`config.mk`:
```
export PLATFORM = sky130hd
export DESIGN_NAME = alien_missile_flat
export DESIGN_NICKNAME = d
export VERILOG_FILES = /design/src/rtl/alien_missile_if.sv /design/src/rtl/alien_missile.sv /design/src/flat_wrapper.sv
export SDC_FILE = /design/constraint.sdc
export NUM_CORES = 1
export LEC_CHECK = 0
export CELL_PAD_IN_SITES_DETAIL_PLACEMENT = 1
export CELL_PAD_IN_SITES_GLOBAL_PLACEMENT = 1
export CORE_MARGIN = 5
export CORE_UTILIZATION = 43
export DETAILED_ROUTE_END_ITERATION = 10
export GPL_TIMING_DRIVEN = 0
export PLACE_DENSITY = 0.94
export SYNTH_ARGS = -nofsm -noshare
export SYNTH_HDL_FRONTEND = slang
export SYNTH_SLANG_ARGS = --single-unit
export TNS_END_PERCENT = 1
```
`constraint.sdc`:
```
create_clock -name frame_clk -period 7.36 [get_ports frame_clk]
set_input_delay 1.472 -clock frame_clk [delete_from_list [all_inputs] [get_ports frame_clk]]
set_output_delay 1.472 -clock frame_clk [all_outputs]
set_load 0.1 [all_outputs]
```
`src/rtl/alien_missile_if.sv`:
```
// Game-side signal bundle for the enemy missile controller.
// Latency: none, wires only.
// Backpressure: none; launch requests not taken in ARMED are simply dropped.
interface alien_missile_if;
    logic       enable;
    logic       fire_valid;
    logic [9:0] fire_X;
    logic [9:0] fire_Y;
    logic [9:0] player_X_position;
    logic       cancel;
    logic [9:0] missile_X;
    logic [9:0] missile_Y;
    logic       missile_on_screen;
    logic       fire_ack;
    logic       player_hit;

    // Game/fleet side: drives requests, observes the missile.
    modport master (
        output enable, fire_valid, fire_X, fire_Y, player_X_position, cancel,
        input  missile_X, missile_Y, missile_on_screen, fire_ack, player_hit
    );

    // Missile controller side.
    modport slave (
        input  enable, fire_valid, fire_X, fire_Y, player_X_position, cancel,
        output missile_X, missile_Y, missile_on_screen, fire_ack, player_hit
    );
endinterface

```
`src/rtl/alien_missile.sv`:
```
// Enemy missile: cooldown -> armed -> flying, one step per frame, ends on floor/hit/cancel.
// Latency: launch appears one enabled edge after ARMED sees fire_valid; moves once per frame.
// Backpressure: fire_valid is only taken in ARMED (no queueing); enable=0 freezes all but the LFSR.
// Optional feature: define MISSILE_TRACK_EN to make the missile drift 1px/frame toward the player.
module alien_missile #(
    parameter int unsigned MISSILE_Y_STEP = 2,
    parameter int unsigned MISSILE_Y_MAX  = 479,
    parameter int unsigned MISSILE_H      = 4,
    parameter int unsigned PLAYER_Y       = 440,
    parameter int unsigned PLAYER_H       = 8,
    parameter int unsigned PLAYER_HALF_W  = 8,
    parameter int unsigned COOLDOWN_MIN   = 16
) (
    input  logic            frame_clk,
    input  logic            Reset,
    alien_missile_if.slave  bus
);
    typedef enum logic [1:0] {
        S_COOLDOWN = 2'd0,
        S_ARMED    = 2'd1,
        S_FLYING   = 2'd2
    } state_t;

    // Counter holds up to COOLDOWN_MIN + 31.
    localparam int CNT_W = 6;

    localparam logic [10:0] STEP_11   = 11'(MISSILE_Y_STEP);
    localparam logic [10:0] YMAX_11   = 11'(MISSILE_Y_MAX);
    localparam logic [10:0] MH_11     = 11'(MISSILE_H);
    localparam logic [10:0] PTOP_11   = 11'(PLAYER_Y);
    localparam logic [10:0] PBOT_11   = 11'(PLAYER_Y + PLAYER_H);
    localparam logic [10:0] HALFW_11  = 11'(PLAYER_HALF_W);

    state_t            state_q, state_d;
    logic [CNT_W-1:0]  cnt_q, cnt_d;
    logic [9:0]        x_q, x_d;
    logic [9:0]        y_q, y_d;
    logic              on_q, on_d;
    logic              ack_q, ack_d;
    logic              hit_q, hit_d;
    logic [7:0]        lfsr_q, lfsr_d;

    logic [10:0]       mx_11, my_11, px_11, dx_11;
    logic              hit_now;
    logic              end_flight;

    // LFSR next value: x^8+x^6+x^5+x^4+1, shifted in at the bottom.
    always_comb begin
        lfsr_d = {lfsr_q[6:0], lfsr_q[7] ^ lfsr_q[5] ^ lfsr_q[4] ^ lfsr_q[3]};
    end

    // Player hit test on the current position, all in 11 bits so nothing wraps.
    always_comb begin
        mx_11   = {1'b0, x_q};
        my_11   = {1'b0, y_q};
        px_11   = {1'b0, bus.player_X_position};
        dx_11   = (mx_11 >= px_11) ? (mx_11 - px_11) : (px_11 - mx_11);
        hit_now = ((my_11 + MH_11) >= PTOP_11) &&
                  (my_11 <= PBOT_11) &&
                  (dx_11 <= HALFW_11);
    end

    // Next-state and output logic for the missile flight FSM.
    always_comb begin
        state_d    = state_q;
        cnt_d      = cnt_q;
        x_d        = x_q;
        y_d        = y_q;
        on_d       = on_q;
        ack_d      = 1'b0;
        hit_d      = 1'b0;
        end_flight = 1'b0;

        if (bus.enable) begin
            case (state_q)
                S_COOLDOWN: begin
                    if (cnt_q == '0) begin
                        state_d = S_ARMED;
                    end else begin
                        cnt_d = cnt_q - 1'b1;
                    end
                end
                S_ARMED: begin
                    if (bus.fire_valid) begin
                        x_d     = bus.fire_X;
                        y_d     = bus.fire_Y;
                        on_d    = 1'b1;
                        ack_d   = 1'b1;
                        state_d = S_FLYING;
                    end
                end
                S_FLYING: begin
                    if (bus.cancel) begin
                        end_flight = 1'b1;
                    end else if (hit_now) begin
                        hit_d      = 1'b1;
                        end_flight = 1'b1;
                    end else if ((my_11 + STEP_11) > YMAX_11) begin
                        end_flight = 1'b1;
                    end else begin
                        y_d = y_q + 10'(MISSILE_Y_STEP);
`ifdef MISSILE_TRACK_EN
                        if (x_q < bus.player_X_position) begin
                            x_d = x_q + 10'd1;
                        end else if (x_q > bus.player_X_position) begin
                            x_d = x_q - 10'd1;
                        end
`endif
                    end
                end
                default: begin
                    state_d = S_COOLDOWN;
                end
            endcase
        end

        // Position holds its last value; only the visibility flag drops.
        if (end_flight) begin
            on_d    = 1'b0;
            cnt_d   = CNT_W'(COOLDOWN_MIN) + {1'b0, lfsr_q[4:0]};
            state_d = S_COOLDOWN;
        end
    end

    // State and output registers, cleared asynchronously by Reset.
    always_ff @(posedge frame_clk or negedge Reset) begin
        if (!Reset) begin
            state_q <= S_COOLDOWN;
            cnt_q   <= CNT_W'(COOLDOWN_MIN);
            x_q     <= '0;
            y_q     <= '0;
            on_q    <= 1'b0;
            ack_q   <= 1'b0;
            hit_q   <= 1'b0;
            lfsr_q  <= 8'hA5;
        end else begin
            state_q <= state_d;
            cnt_q   <= cnt_d;
            x_q     <= x_d;
            y_q     <= y_d;
            on_q    <= on_d;
            ack_q   <= ack_d;
            hit_q   <= hit_d;
            lfsr_q  <= lfsr_d;
        end
    end

    assign bus.missile_X         = x_q;
    assign bus.missile_Y         = y_q;
    assign bus.missile_on_screen = on_q;
    assign bus.fire_ack          = ack_q;
    assign bus.player_hit        = hit_q;
endmodule

```
`src/flat_wrapper.sv`:
```
// flat-port wrapper written by rule: the top's interface ports become plain ports
module alien_missile_flat 
#(
    parameter int unsigned MISSILE_Y_STEP = 2,
    parameter int unsigned MISSILE_Y_MAX  = 479,
    parameter int unsigned MISSILE_H      = 4,
    parameter int unsigned PLAYER_Y       = 440,
    parameter int unsigned PLAYER_H       = 8,
    parameter int unsigned PLAYER_HALF_W  = 8,
    parameter int unsigned COOLDOWN_MIN   = 16
)
  (frame_clk, Reset, bus_enable, bus_fire_valid, bus_fire_X, bus_fire_Y, bus_player_X_position, bus_cancel, bus_missile_X, bus_missile_Y, bus_missile_on_screen, bus_fire_ack, bus_player_hit);
  alien_missile_if bus_i ();
  input  logic frame_clk;
  input  logic Reset;
  input wire logic [$bits(bus_i.enable)-1:0] bus_enable;
  input wire logic [$bits(bus_i.fire_valid)-1:0] bus_fire_valid;
  input wire logic [$bits(bus_i.fire_X)-1:0] bus_fire_X;
  input wire logic [$bits(bus_i.fire_Y)-1:0] bus_fire_Y;
  input wire logic [$bits(bus_i.player_X_position)-1:0] bus_player_X_position;
  input wire logic [$bits(bus_i.cancel)-1:0] bus_cancel;
  output wire logic [$bits(bus_i.missile_X)-1:0] bus_missile_X;
  output wire logic [$bits(bus_i.missile_Y)-1:0] bus_missile_Y;
  output wire logic [$bits(bus_i.missile_on_screen)-1:0] bus_missile_on_screen;
  output wire logic [$bits(bus_i.fire_ack)-1:0] bus_fire_ack;
  output wire logic [$bits(bus_i.player_hit)-1:0] bus_player_hit;
  assign bus_i.enable = bus_enable;
  assign bus_i.fire_valid = bus_fire_valid;
  assign bus_i.fire_X = bus_fire_X;
  assign bus_i.fire_Y = bus_fire_Y;
  assign bus_i.player_X_position = bus_player_X_position;
  assign bus_i.cancel = bus_cancel;
  assign bus_missile_X = bus_i.missile_X;
  assign bus_missile_Y = bus_i.missile_Y;
  assign bus_missile_on_screen = bus_i.missile_on_screen;
  assign bus_fire_ack = bus_i.fire_ack;
  assign bus_player_hit = bus_i.player_hit;
  alien_missile #(.MISSILE_Y_STEP(MISSILE_Y_STEP), .MISSILE_Y_MAX(MISSILE_Y_MAX), .MISSILE_H(MISSILE_H), .PLAYER_Y(PLAYER_Y), .PLAYER_H(PLAYER_H), .PLAYER_HALF_W(PLAYER_HALF_W), .COOLDOWN_MIN(COOLDOWN_MIN)) u_core (.frame_clk(frame_clk), .Reset(Reset), .bus(bus_i));
endmodule
```
==> impl_metrics.csv <==
group,metric,value,unit
pwr,powerDensity,517,nW/um^2
clock_network,h-tree-depth,2,
global_route,track_usage,23.4,%
pwr,total_power,2.04,mW
layout,fin_nets,497,
logic_synthesis,syn_avg_cell_area,8.44,sq um
timing,hold_viol,0,
clock_network,clk_latency,0.32,ns
timing,holdWs,0.369,ns
drt,wire_per_inst,18.6,microns
logic_synthesis,yosysWarnings,0,
critical_path,startpoint_type,"input port",
global_route,grt_pass1_wl,16600,microns
drt,drt-initial-drc-count,141,
logic_synthesis,async_flop_share,100,%
timing,max_freq,0.202,GHz
min_path,hp-class,"reg2reg",
logic_synthesis,synth_area,3130,sq um
global_route,antenna_found_initial,0,
placement,finalWeightedCongestion,0.928,
timing,worst_slew_pin_slew,0.991,ns
logic_synthesis,synth_nets,433,
clock_network,clk_pin_slew,0.09,ns
logic_synthesis,synth_seq_area_share,31.3,%
drt,drc_errors,0,
floorplan,fp.dieH,95.4,microns
layout,regArea,982,sq um
layout,drive_gt1_share,8.49,%
layout,antenna_cells,0,
logic_synthesis,yosys.area.top_type_share,27.2,%
timing,clock_skew,0.0162,ns
layout,final_common_cell,"clkdlybuf4s50_1",
critical_path,cp_cell_sequence,"clkdlybuf4s50_1, ha_1, buf_2, nand4_1, nor4_1, nor2_1, and2_1, a211oi_1, a41oi_1, nor4_4, o31a_1, buf_4, mux2i_1",
placement,io_buffers,57,
floorplan,die_area,9090,sq um
layout,multiInputGateArea,1930,sq um
timing,setup_viol,0,
clock_network,postCtsHoldBufs,0,
global_route,grt_pass1_vias,3350,
drt,vias,3085,
critical_path,arrival,5.18,ns
status,outcome,"finished clean",
critical_path,crit_family,"simple AND/OR/NAND/NOR gates",
pwr,peakVddDrop,285,uV
clock_network,cts.sinks,39,
clock_network,tritoncts,"done",
timing,fin_crit_sh,67.2,%
critical_path,worst-setup-path-type,"in2reg",
critical_path,cp_slowest_cell,"nor4_4",
critical_path,crit_buf_inv,3,
logic_synthesis,synth-main-ff-cell,"dfrtp_1",
timing,max_slew_margin,33.7,%
logic_synthesis,synth-seq-cells,39,
logic_synthesis,ys_types,58,
clock_network,cts_root_buf,"clkbuf_8",
timing,period_needed,4.94,ns
timing,finalMaxSlewViolations,0,
layout,final_cells,535,
placement,dp_slack,2.08,ns
placement,place_area,3820,sq um
critical_path,cp-end-kind,"register",
global_route,grt_max_degree,40,
logic_synthesis,synth_largest_area_cell,"dfrtp_1",
drt,avgViaCountPerCell,5.77,
timing,final.setup.tns,0,ns
global_route,grt_overflow_total,0,
clock_network,cts_setup_buffers,0,
logic_synthesis,synth_edf_count,0,
drt,drt.antenna.violating_nets,0,
clock_network,cts_resized,0,
floorplan,dieWidth,95.4,microns
floorplan,pin_count,58,
critical_path,cp_max_fo,10,
layout,synthToLayoutAreaGrowth,25.7,%
critical_path,cpPeakStageDelay,0.72,ns
logic_synthesis,synth.area.top_cells,"dfrtp_1 27%, ha_1 11%, o21ai_0 4.5%, dfstp_2 4.2%, nand2_1 4.2%",
logic_synthesis,syn_inst,371,
timing,rsz0062_at_grt,"false",
critical_path,cp.required,7.60,ns
drt,wirelength,9960,microns
clock_network,max-clock-path-buffers,2,
layout,final_cell_mix,"56 x clkdlybuf4s50_1, 35 x nand2_1, 34 x inv_1, 34 x dfrtp_1, 28 x o21ai_0",
layout,nFillCells,859,
flow_run,cap_violations,0,
clock_network,cts_made_buffers,5,
floorplan,rows,31,
timing,setup_slack,2.42,ns
drt,dr.pass1.iters,4,
floorplan,start_util,43.7,%
floorplan,fp.coreArea,7180,sq um
pwr,p_leak,1.67,nW
placement,dp_hpwl,7760,microns
placement,placedCellCount,527,
layout,final_area,3940,sq um
layout,final_util,54.9,%
[state kept, by name, summed over array words and instances (netlist names)]
name	count
u_core.bus.missile_X	10
u_core.bus.missile_Y	10
u_core.lfsr_q	8
u_core.cnt_q	6
u_core.state_q	2
u_core.bus.fire_ack	1
u_core.bus.missile_on_screen	1
u_core.bus.player_hit	1
[power by group]
part           switching [mW]  total, mW  internal (mW)
registers              0.0942      0.391          0.297
clock network          0.0931      0.196          0.103
logic                   0.993       1.45          0.456
[cell type report]
type | count | share of cell area [%]
Buffer | 20 | 2.48
Clock buffer | 5 | 1.75
Inverter | 34 | 3.24
Multi-Input combinational cell | 278 | 48.9
Timing Repair Buffer | 57 | 14.4
Clock inverter | 3 | 1.21
Sequential cell | 39 | 24.9
Tap cell | 99 | 3.14
[cells in the mapped netlist (2+ instances only)]
cell type and n:
or2_2 2, o21bai_4 2, nand2b_1 4, o2bb2ai_1 2, o31a_1 2, mux2i_1 2
buf_2 6, o22ai_1 2, nand2_1 35, xnor2_1 12, nor2_1 22, o21a_1 6
o22a_1 2, dfrtp_1 34, a2111oi_0 4, nand3b_1 2, o21ai_0 28, a31oi_1 6
xor2_1 5, ha_1 27, a21oi_1 23, a211oi_1 3, nand4_1 7, nor3_1 12
inv_1 34, dfstp_2 5, and2_1 2, nand3_1 15, nor2b_1 5, a311oi_1 2
nor4_1 5, mux2_2 7, o31ai_1 4, clkbuf_1 11, buf_4 2, o32a_1 6
or4_1 2
[worst register-to-register path: stages, from the launching register on]
cell and delay (ns):
dfrtp_1 0.42, inv_1 0.10, ha_1 0.29, buf_2 0.23
nand4_1 0.24, nor4_1 0.48, nor2_1 0.16, and2_1 0.21
a211oi_1 0.20, a41oi_1 0.12, nor4_4 0.72, o31a_1 0.25
buf_4 0.19, mux2i_1 0.20
[path summary, 6_finish.rpt]
| kind | slack (ns) | cells after the start | from | endpoint |
|---|---|---|---|---|
| worst min-delay path | 0.37 | 0 | u_core.lfsr_q[6] | u_core.lfsr_q[7] |
| worst min register to register | 0.37 | 0 | u_core.lfsr_q[6] | u_core.lfsr_q[7] |
| max in group asynchronous | 5.51 | 1 | Reset | u_core.cnt_q[5] |
| worst max-delay path | 2.42 | 13 | bus_player_X_position[4] | u_core.bus.missile_Y[2] |
| worst max register to register | 3.51 | 13 | u_core.bus.missile_X[4] | u_core.bus.missile_Y[2] |
| min in group asynchronous | 1.28 | 1 | Reset | u_core.state_q[1] |
[cell families after synthesis]
group | synth area share [%]
and+or+nand+nor | 20.4
AOI/OAI and AO/OA | 22.0
DFF | 31.4
buffers and inverters | 7.19
muxes | 3.16
adders and majority gates | 11.1
xor gates and xnor gates | 4.75
[metal layers]
metal  part of all wire (%)  track usage [%]
met1                     42             29.1
met2                     50             41.7
met3                    5.5             3.47
met4                    1.7             6.73
met5                      0                0
Note: power is estimated with default switching activity, not from simulation.
